$ cat src/rtl/ram_arbiter.sv
// Round-robin arbiter sharing one single-beat RAM port between two masters.
// At most one read is outstanding; a read that never returns is aborted by a timeout.
module ram_arbiter #(
    parameter int ADDR_W       = 32,
    parameter int DATA_W       = 16,
    parameter int READ_TIMEOUT = 255
) (
    input  logic              clk,
    input  logic              reset,
    input  logic [ADDR_W-1:0] req0_addr,
    input  logic              req0_wr_en,
    input  logic              req0_rd_en,
    input  logic [DATA_W-1:0] req0_data_write,
    output logic              req0_ready,
    output logic [DATA_W-1:0] req0_data_read,
    output logic              req0_data_read_valid,
    input  logic [ADDR_W-1:0] req1_addr,
    input  logic              req1_wr_en,
    input  logic              req1_rd_en,
    input  logic [DATA_W-1:0] req1_data_write,
    output logic              req1_ready,
    output logic [DATA_W-1:0] req1_data_read,
    output logic              req1_data_read_valid,
    output logic [ADDR_W-1:0] mem_addr,
    output logic              mem_wr_en,
    output logic              mem_rd_en,
    output logic [DATA_W-1:0] mem_data_write,
    input  logic [DATA_W-1:0] mem_data_read,
    input  logic              mem_data_read_valid,
    output logic              err_timeout,
    output logic              err_sticky
);
    localparam int CNT_W = (READ_TIMEOUT < 2) ? 1 : $clog2(READ_TIMEOUT);
    // Counter is 0 in the first WAIT_READ cycle, so the abort decision is
    // taken when it holds READ_TIMEOUT-1 and becomes visible one cycle later.
    localparam logic [CNT_W-1:0] CNT_LAST = CNT_W'(READ_TIMEOUT - 1);

    typedef enum logic {IDLE, WAIT_READ} state_t;

    state_t             state_reg, state_next;
    logic               last_grant_reg;
    logic               owner_reg;
    logic [CNT_W-1:0]   cnt_reg;

    logic               req0, req1;
    logic               grant0, grant1, grant_any;
    logic               sel_wr, sel_rd, sel_read;
    logic [ADDR_W-1:0]  sel_addr;
    logic [DATA_W-1:0]  sel_data;
    logic               read_done, read_abort;

    assign req0 = req0_wr_en | req0_rd_en;
    assign req1 = req1_wr_en | req1_rd_en;

    always_comb begin
        grant0 = 1'b0;
        grant1 = 1'b0;
        if (state_reg == IDLE) begin
            if (req0 && req1) begin
                grant0 = last_grant_reg;
                grant1 = ~last_grant_reg;
            end else begin
                grant0 = req0;
                grant1 = req1;
            end
        end
    end

    assign req0_ready = grant0;
    assign req1_ready = grant1;
    assign grant_any  = grant0 | grant1;
    assign sel_wr     = grant1 ? req1_wr_en      : req0_wr_en;
    assign sel_rd     = grant1 ? req1_rd_en      : req0_rd_en;
    assign sel_addr   = grant1 ? req1_addr       : req0_addr;
    assign sel_data   = grant1 ? req1_data_write : req0_data_write;
    // A command with both enables high is treated as a write.
    assign sel_read   = grant_any & sel_rd & ~sel_wr;

    always_ff @(posedge clk or posedge reset) begin
        if (reset) begin
            state_reg <= IDLE;
        end else begin
            state_reg <= state_next;
        end
    end

    always_comb begin
        state_next = state_reg;
        read_done  = 1'b0;
        read_abort = 1'b0;
        case (state_reg)
            IDLE: begin
                if (sel_read) state_next = WAIT_READ;
            end
            WAIT_READ: begin
                // Memory data takes priority over an expiring timeout.
                if (mem_data_read_valid) begin
                    read_done  = 1'b1;
                    state_next = IDLE;
                end else if (cnt_reg == CNT_LAST) begin
                    read_abort = 1'b1;
                    state_next = IDLE;
                end
            end
            default: state_next = IDLE;
        endcase
    end

    always_ff @(posedge clk or posedge reset) begin
        if (reset) begin
            last_grant_reg       <= 1'b1;
            owner_reg            <= 1'b0;
            cnt_reg              <= '0;
            mem_addr             <= '0;
            mem_data_write       <= '0;
            mem_wr_en            <= 1'b0;
            mem_rd_en            <= 1'b0;
            req0_data_read       <= '0;
            req1_data_read       <= '0;
            req0_data_read_valid <= 1'b0;
            req1_data_read_valid <= 1'b0;
            err_timeout          <= 1'b0;
            err_sticky           <= 1'b0;
        end else begin
            mem_wr_en            <= 1'b0;
            mem_rd_en            <= 1'b0;
            req0_data_read_valid <= 1'b0;
            req1_data_read_valid <= 1'b0;
            err_timeout          <= 1'b0;

            if (grant_any) begin
                mem_addr       <= sel_addr;
                mem_data_write <= sel_data;
                mem_wr_en      <= sel_wr;
                mem_rd_en      <= sel_rd & ~sel_wr;
                last_grant_reg <= grant1;
            end

            if (sel_read) begin
                owner_reg <= grant1;
                cnt_reg   <= '0;
            end else if (state_reg == WAIT_READ) begin
                cnt_reg <= cnt_reg + CNT_W'(1);
            end

            // An aborted read still completes towards its owner, with zero data.
            if (read_done || read_abort) begin
                if (owner_reg) begin
                    req1_data_read       <= read_done ? mem_data_read : '0;
                    req1_data_read_valid <= 1'b1;
                end else begin
                    req0_data_read       <= read_done ? mem_data_read : '0;
                    req0_data_read_valid <= 1'b1;
                end
            end

            if (read_abort) begin
                err_timeout <= 1'b1;
                err_sticky  <= 1'b1;
            end
        end
    end
endmodule

$ cat config.mk
export PLATFORM = sky130hd
export DESIGN_NAME = ram_arbiter
export DESIGN_NICKNAME = d
export VERILOG_FILES = /design/src/rtl/ram_arbiter.sv
export SDC_FILE = /design/constraint.sdc
export NUM_CORES = 1
export LEC_CHECK = 0
export ABC_AREA = 1
export CORE_MARGIN = 3
export CORE_UTILIZATION = 44
export DETAILED_ROUTE_END_ITERATION = 7
export PLACE_DENSITY = 0.86
export SYNTH_ARGS = -nofsm -noshare
export SYNTH_HDL_FRONTEND = slang
export SYNTH_SLANG_ARGS = --single-unit
$ cat constraint.sdc
create_clock -name clk -period 5.95 [get_ports clk]
set_input_delay 1.785 -clock clk [delete_from_list [all_inputs] [get_ports clk]]
set_output_delay 1.785 -clock clk [all_outputs]
set_load 0.1 [all_outputs]
==> metrics.md, run 1 <==
| Metric | Value |
|---|---|
| CP Launch Type | `input port` |
| Crit-path cells | `clkdlybuf4s50_1 -> nor2_2 -> inv_1 -> a21oi_1 -> buf_4` |
| Status | `finished clean` |
| GRT busiest layer | `met2` |
| Core Box Area | `9420 µm²` |
| Sum Neg Setup Slack | `0 ps` |
| Mapped Cells | `511` |
| Average routed wire per standard cell | `15.2 µm` |
| Simple-Gate Fraction of Synth Area | `0.314` |
| Setup Skew | `17.4 ps` |
| Final-report hold violation count | `0` |
| Depth of the most critical reg-to-reg path | `7` |
| Post-synthesis mux area share | `0` |
| Reg2reg start | `state_reg` |
| Global-route wire length before repair | `20800 µm` |
| Fillers | `720` |
| Fin nets | `824` |
| Num CTS Buffers | `9` |
| Remaining antenna violation count | `0` |
| Post-DR vias/cell | `5.04` |
| Core Util, Final | `0.703` |
| Avg Inst Size Synth | `8.48 µm²` |
| Input/output buffers | `206` |
| Die width | `105 µm` |
| Row Count | `35` |
| Hpwl dp | `9440 µm` |
| Flops & latches, synth | `97` |
| Diode count | `0` |
| Initial antenna violation count | `0` |
| Largest register FFs | `32` |
| Number of detailed-route iterations in the first pass | `5` |
| CP Class | `input port to primary output` |
| Post-Synth Adder-Cell Area | `0.00578` |
| Num Clock Sinks | `97` |
| Critical Path Sink | `req0_ready` |
| CP Launch Point | `req1_wr_en` |
| Top cell type's share of synthesized area | `0.554` |
| CTS tree | `done` |
| Hold_buf cts | `0` |
| Critical path required time | `4160 ps` |
| Worst path top cell family by delay | `buffers and inverters` |
| Slowest CP cell | `clkdlybuf4s50_1` |
| Post-CTS Setup Inserts | `0` |
| Clk slew on worst S/H paths | `90 ps` |
| Initial drt markers | `151` |
| Drt total wl | `12700 µm` |
| Io pins | `207` |
| Final GP Congestion | `0.814` |
| Worst skew pair latency | `350 ps` |
| Resized Gates After CTS | `0` |
| Synth area leader | `dfrtp_1` |
| Critical Path Stages | `5` |
| Compound-gate portion of the synthesized area | `0.0370` |
| Clk buf depth | `2` |
| Max stage delay on crit path | `450 ps` |
| Residual DRC | `0` |
| Root Driver | `clkbuf_8` |
| Post-layout min period | `4910 ps` |
| Layout area overhead | `52.7%` |
| Global routing met1 resource utilization | `0.277` |
| Die Height | `105 µm` |
| Vias | `4221` |
| Post-Syn Nets | `632` |
| Max Slew Vio Count | `0` |
| Post-synthesis xor/xnor area fraction | `0.0121` |
| Reg with most FFs | `mem_addr` |
| Met2 Resource Use GR | `0.402` |
| Largest net degree at the start of global routing | `69` |
| Synthesized area | `4330 µm²` |
| CP Capture Type | `primary output` |
| Top post-synthesis cells by area | `dfrtp_1, nand2_1, nand3_1` |
| Main combinational cell family by area after synthesis | `simple AND/OR/NAND/NOR gates` |
| Unrepaired setup endpoints after global routing | `false` |
| Measured slew at the worst slew-check pin | `1040 ps` |
| Share of post-route cells with drive strength above 1 | `0.0466` |
| Final period utilization | `0.826` |
| HP Class | `flip-flop to flip-flop` |
| Grt met3 use | `0.0778` |
| Setup violators final | `0` |
| WP buf/inv | `3` |
| Reg2reg end | `mem_addr[14]` |
| Starting density of the core | `0.460` |
| Vias in the first global route | `4241` |
| Die area | `11100 µm²` |
| Htree depth | `3` |
| R2r setup slk | `3440 ps` |
| Worst Path Max Fanout | `3` |
| Post-synthesis sequential area ratio | `0.560` |
| Post-synthesis cell type count | `27` |
| GRT Total Usage | `0.233` |
| Fmax | `0.204 GHz` |
| CP arrival | `3130 ps` |
| Slew margin rel. | `0.307` |
| Grt ovf | `0` |
| Max-cap violations | `0` |
| Yosys Warn Count | `0` |
-- final cells by class --
cell class,count,area (µm²),area share
clock inverters,6,67.6,0.0102
inverters,33,126,0.0191
flip-flops and latches,97,2430,0.367
multi-input cells,352,1600,0.242
clock buffers,10,128,0.0193
well taps,129,161,0.0244
repair buffers,210,2100,0.317
-- cells by family after synthesis --
kind of cell               count (synthesis)
adders and majority gates                  2
xor gates and xnor gates                   6
DFF                                       97
and+or+nand+nor                          321
AOI/OAI and AO/OA                         23
buffers and inverters                     62
-- cells in the final DEF, fill, tap and decap left out, drive strengths merged --
cell	n
or2	3
a31oi	1
nand4	1
dfrtp	96
xor2	4
ha	2
o21ai	4
buf	6
inv	33
xnor2	2
clkinv	3
clkbuf	10
nand3	101
clkdlybuf4s50	204
nand2	201
o211ai	16
a21oi	2
bufinv	1
nor2	15
dfstp	1
clkinvlp	2
-- metal layers --
| layer | up-vias | share of wire |
|---|---|---|
| met5 | - | 0 |
| met4 | 0 | 0.014 |
| met3 | 14 | 0.10 |
| met2 | 208 | 0.51 |
| met1 | 1981 | 0.38 |
| li1 | 2018 | - |
-- metrics by stage --
stage	area (µm²)	instances	hold WS (ps)	setup slack, ps
2_1_floorplan	4330	511	468	670
3_3_place_gp	6420	821	455	1090
3_5_place_dp	6420	821	458	1060
4_1_cts	6620	837	482	1060
5_1_grt	6620	837	503	1020
6_report	6620	837	478	1040
-- synthesized netlist by cell type --
cell,n
nand2_2,3
buf_4,3
o21ai_2,1
xor2_1,4
buf_2,15
o21ai_1,2
clkbuf_1,5
nand3_1,101
clkinv_1,1
ha_1,2
dfstp_2,1
nand2_1,198
a21oi_1,2
o211ai_1,16
dfrtp_1,96
buf_6,6
nor2_1,13
a31oi_1,1
inv_2,2
xnor2_1,2
nor2_4,1
nor2_2,1
inv_1,30
or2_1,1
or2_2,2
o21ai_0,1
nand4_1,1
-- worst min path at each step --
stage	from	endpoint	slack, ps	depth (start not counted)
4_1_cts	req0_data_read[8]	req0_data_read[8]	480	2
5_1_grt	req1_data_read[11]	req1_data_read[11]	500	2
6_report	req0_data_read[8]	req0_data_read[8]	480	2
3_3_place_gp	req0_data_read[7]	req0_data_read[7]	460	2
3_5_place_dp	req0_data_read[14]	req0_data_read[14]	460	2
2_1_floorplan	last_grant_reg	last_grant_reg	470	2
-- worst register-to-register path: stages (launching register included) --
cell,delay [ps]
dfrtp_1,680
inv_1,200
nand2_1,190
o21ai_4,70
buf_4,300
inv_2,720
nand2_1,140
nand3_1,130
Power of run 1 is left out: the tool's default activity adds up to more than one toggle a clock period on the data nets, which glitch-free logic cannot reach.
==> run 2, diff against run 1 <==
--- a/config.mk
+++ b/config.mk
@@ -7,9 +7,9 @@
 export LEC_CHECK = 0
 export ABC_AREA = 1
 export CORE_MARGIN = 3
-export CORE_UTILIZATION = 44
+export CORE_UTILIZATION = 37
 export DETAILED_ROUTE_END_ITERATION = 7
-export PLACE_DENSITY = 0.86
+export PLACE_DENSITY = 0.77
 export SYNTH_ARGS = -nofsm -noshare
 export SYNTH_HDL_FRONTEND = slang
 export SYNTH_SLANG_ARGS = --single-unit
==> constraint.sdc (replaced) <==
create_clock -name clk -period 4 [get_ports clk]
set_input_delay 1.2 -clock clk [delete_from_list [all_inputs] [get_ports clk]]
set_output_delay 1.2 -clock clk [all_outputs]
set_load 0.1 [all_outputs]
==> run 2 against run 1 <==
Compared with the run above:
- sequential share of layout area is 0.85 points lower
- critical endpoint unchanged
- register-to-register slack lost 1500 ps
- critical path depth stayed put
- wire length grew 0.21%
- die area is 18% higher
- hold slack worse by 6.2 ps
- worst setup slack lost 630 ps
- count of clock-buffer cells in the layout down 1
- via count is 0.92% lower
- first-iteration DRC count increased by 130%
- clock skew down 11 ps
- flip-flop and latch count is the same
==> metrics.md, run 2 (synthesis gave the netlist of run 1 again) <==
| Metric | Value |
|---|---|
| CP Capture Type | `primary output` |
| Max-cap violations | `0` |
| Final-report hold violation count | `0` |
| Worst skew pair latency | `340 ps` |
| Diode count | `0` |
| Worst path top cell family by delay | `buffers and inverters` |
| Dpl ws | `383 ps` |
| Fmax | `0.278 GHz` |
| Most common cell after layout, fill and taps aside | `nand2_1` |
| Slew margin rel. | `0.317` |
| Number of detailed-route iterations in the first pass | `5` |
| Reg2reg start | `state_reg` |
| Setup Skew | `6.09 ps` |
| Setup violators final | `0` |
| GRT Total Usage | `0.198` |
| Met2 WL | `6130 µm` |
| Die area | `13000 µm²` |
| Max stage delay on crit path | `440 ps` |
| Critical path required time | `2800 ps` |
| Die width | `114 µm` |
| Layout area overhead | `56.3%` |
| Crit-path cells | `clkdlybuf4s50_1 -> nor2_2 -> inv_1 -> a21oi_2 -> buf_12` |
| CTS tree | `done` |
| Remaining antenna violation count | `0` |
| WP buf/inv | `3` |
| Initial antenna violation count | `0` |
| Largest net degree at the start of global routing | `69` |
| Num CTS Buffers | `9` |
| Grt ovf | `0` |
| Htree depth | `3` |
| Sum Neg Setup Slack | `0 ps` |
| Starting density of the core | `0.389` |
| HP Class | `flip-flop to flip-flop` |
| DP Cell Count | `833` |
| Reg with most FFs | `mem_addr` |
| Io pins | `207` |
| Critical Path Stages | `5` |
| Vias | `4182` |
| Fillers | `928` |
| Initial drt markers | `341` |
| Depth of the most critical reg-to-reg path | `6` |
| DR WL met3 | `1320 µm` |
| Core Box Area | `11100 µm²` |
| CP Launch Point | `req1_wr_en` |
| Post-DR vias/cell | `4.93` |
| Post-CTS Setup Inserts | `0` |
| Clk buf depth | `2` |
| Worst Path Max Fanout | `3` |
| Critical Path Sink | `req0_ready` |
| Input/output buffers | `206` |
| CP arrival | `2400 ps` |
| Residual DRC | `0` |
| Unrepaired setup endpoints after global routing | `false` |
| Measured slew at the worst slew-check pin | `1020 ps` |
| CP Class | `input port to primary output` |
| Fin nets | `825` |
| Drt total wl | `12800 µm` |
| Share of post-route cells with drive strength above 1 | `0.0606` |
| Clk slew on worst S/H paths | `60 ps` |
| Worst Slack Setup Final | `403 ps` |
| Max layer used | `met4` |
| Final period utilization | `0.899` |
| Row Count | `38` |
| Die Height | `114 µm` |
| Commonest cells after routing, fill and taps aside | `nand2_1, clkdlybuf4s50_1, nand3_1` |
| Status | `finished clean` |
| Vias in the first global route | `4283` |
| Finished Layout Cells | `849` |
| Root Driver | `clkbuf_16` |
| Metal-1 WL | `5120 µm` |
| Max Slew Vio Count | `0` |
| Hold_buf cts | `0` |
| R2r setup slk | `1940 ps` |
| Reg2reg end | `mem_addr[0]` |
| Post-route cell area | `6770 µm²` |
| Global-route wire length before repair | `20900 µm` |
| Slowest CP cell | `clkdlybuf4s50_1` |
| Largest register FFs | `32` |
| Num Clock Sinks | `97` |
| CP Launch Type | `input port` |
| Final GP Congestion | `0.837` |
| Average routed wire per standard cell | `15.0 µm` |
| Resized Gates After CTS | `0` |
| Dpl cell area | `6450 µm²` |
| Hpwl dp | `9420 µm` |
| Post-layout min period | `3600 ps` |
==> run 2: cell types whose count changed in the layout (fill, tap and decap cells not counted), sizes merged <==
cell,delta
bufinv,+1
buf,+8
clkdlybuf4s50,-7
clkbuf,-1
==> run 2: worst min path at each step <==
stage	from	end	slack [ps]	depth (start not counted)
after global placement	req0_data_read[15]	req0_data_read[15]	460	2
after CTS	req1_data_read[9]	req1_data_read[9]	470	2
final	req1_data_read[9]	req1_data_read[9]	470	2
after floorplan	last_grant_reg	last_grant_reg	490	2
after global routing	mem_data_write[5]	mem_data_write[5]	500	2
after detailed placement	req1_data_read[9]	req1_data_read[9]	460	2
==> run 2: worst min-delay path: cells and delay by family (launching register included) <==
family	cells	cell delay, ps
flops	1	340
simple gates	2	100
==> run 2: area by class of cell <==
cell class,count,area [µm²],area share
clock buffer,9,225,0.0333
clock inverter,7,93.8,0.0139
inverter,33,126,0.0187
multi-input combinational,352,1610,0.237
sequential,97,2430,0.359
tap,140,175,0.0259
timing repair buffer,211,2110,0.312
==> run 2: stage by stage <==
| step | hold slack [ps] | util |
|---|---|---|
| finish | 472 | 0.609 |
| global route | 501 | 0.609 |
| CTS | 474 | 0.609 |
| detailed placement | 458 | 0.580 |
| global placement | 456 | 0.580 |
| floorplan | 488 | - |
==> run 2: metal layers <==
layer	vias to the layer above	GRT usage
li1	2022	-
met1	1959	0.239
met2	187	0.337
met3	14	0.0640
met4	0	0.0657
met5	-	0
Power of run 2 is left out for the same reason.
==> run 3, diff against run 2 <==
--- a/config.mk
+++ b/config.mk
@@ -8,6 +8,7 @@
 export ABC_AREA = 1
 export CORE_MARGIN = 3
 export CORE_UTILIZATION = 37
+export CTS_CLUSTER_DIAMETER = 60
 export DETAILED_ROUTE_END_ITERATION = 7
 export PLACE_DENSITY = 0.77
 export SYNTH_ARGS = -nofsm -noshare
==> results of run 3 <==
Final layout, timing and power as in run 2 (identical DEF).
Power of run 3 is left out for the same reason.
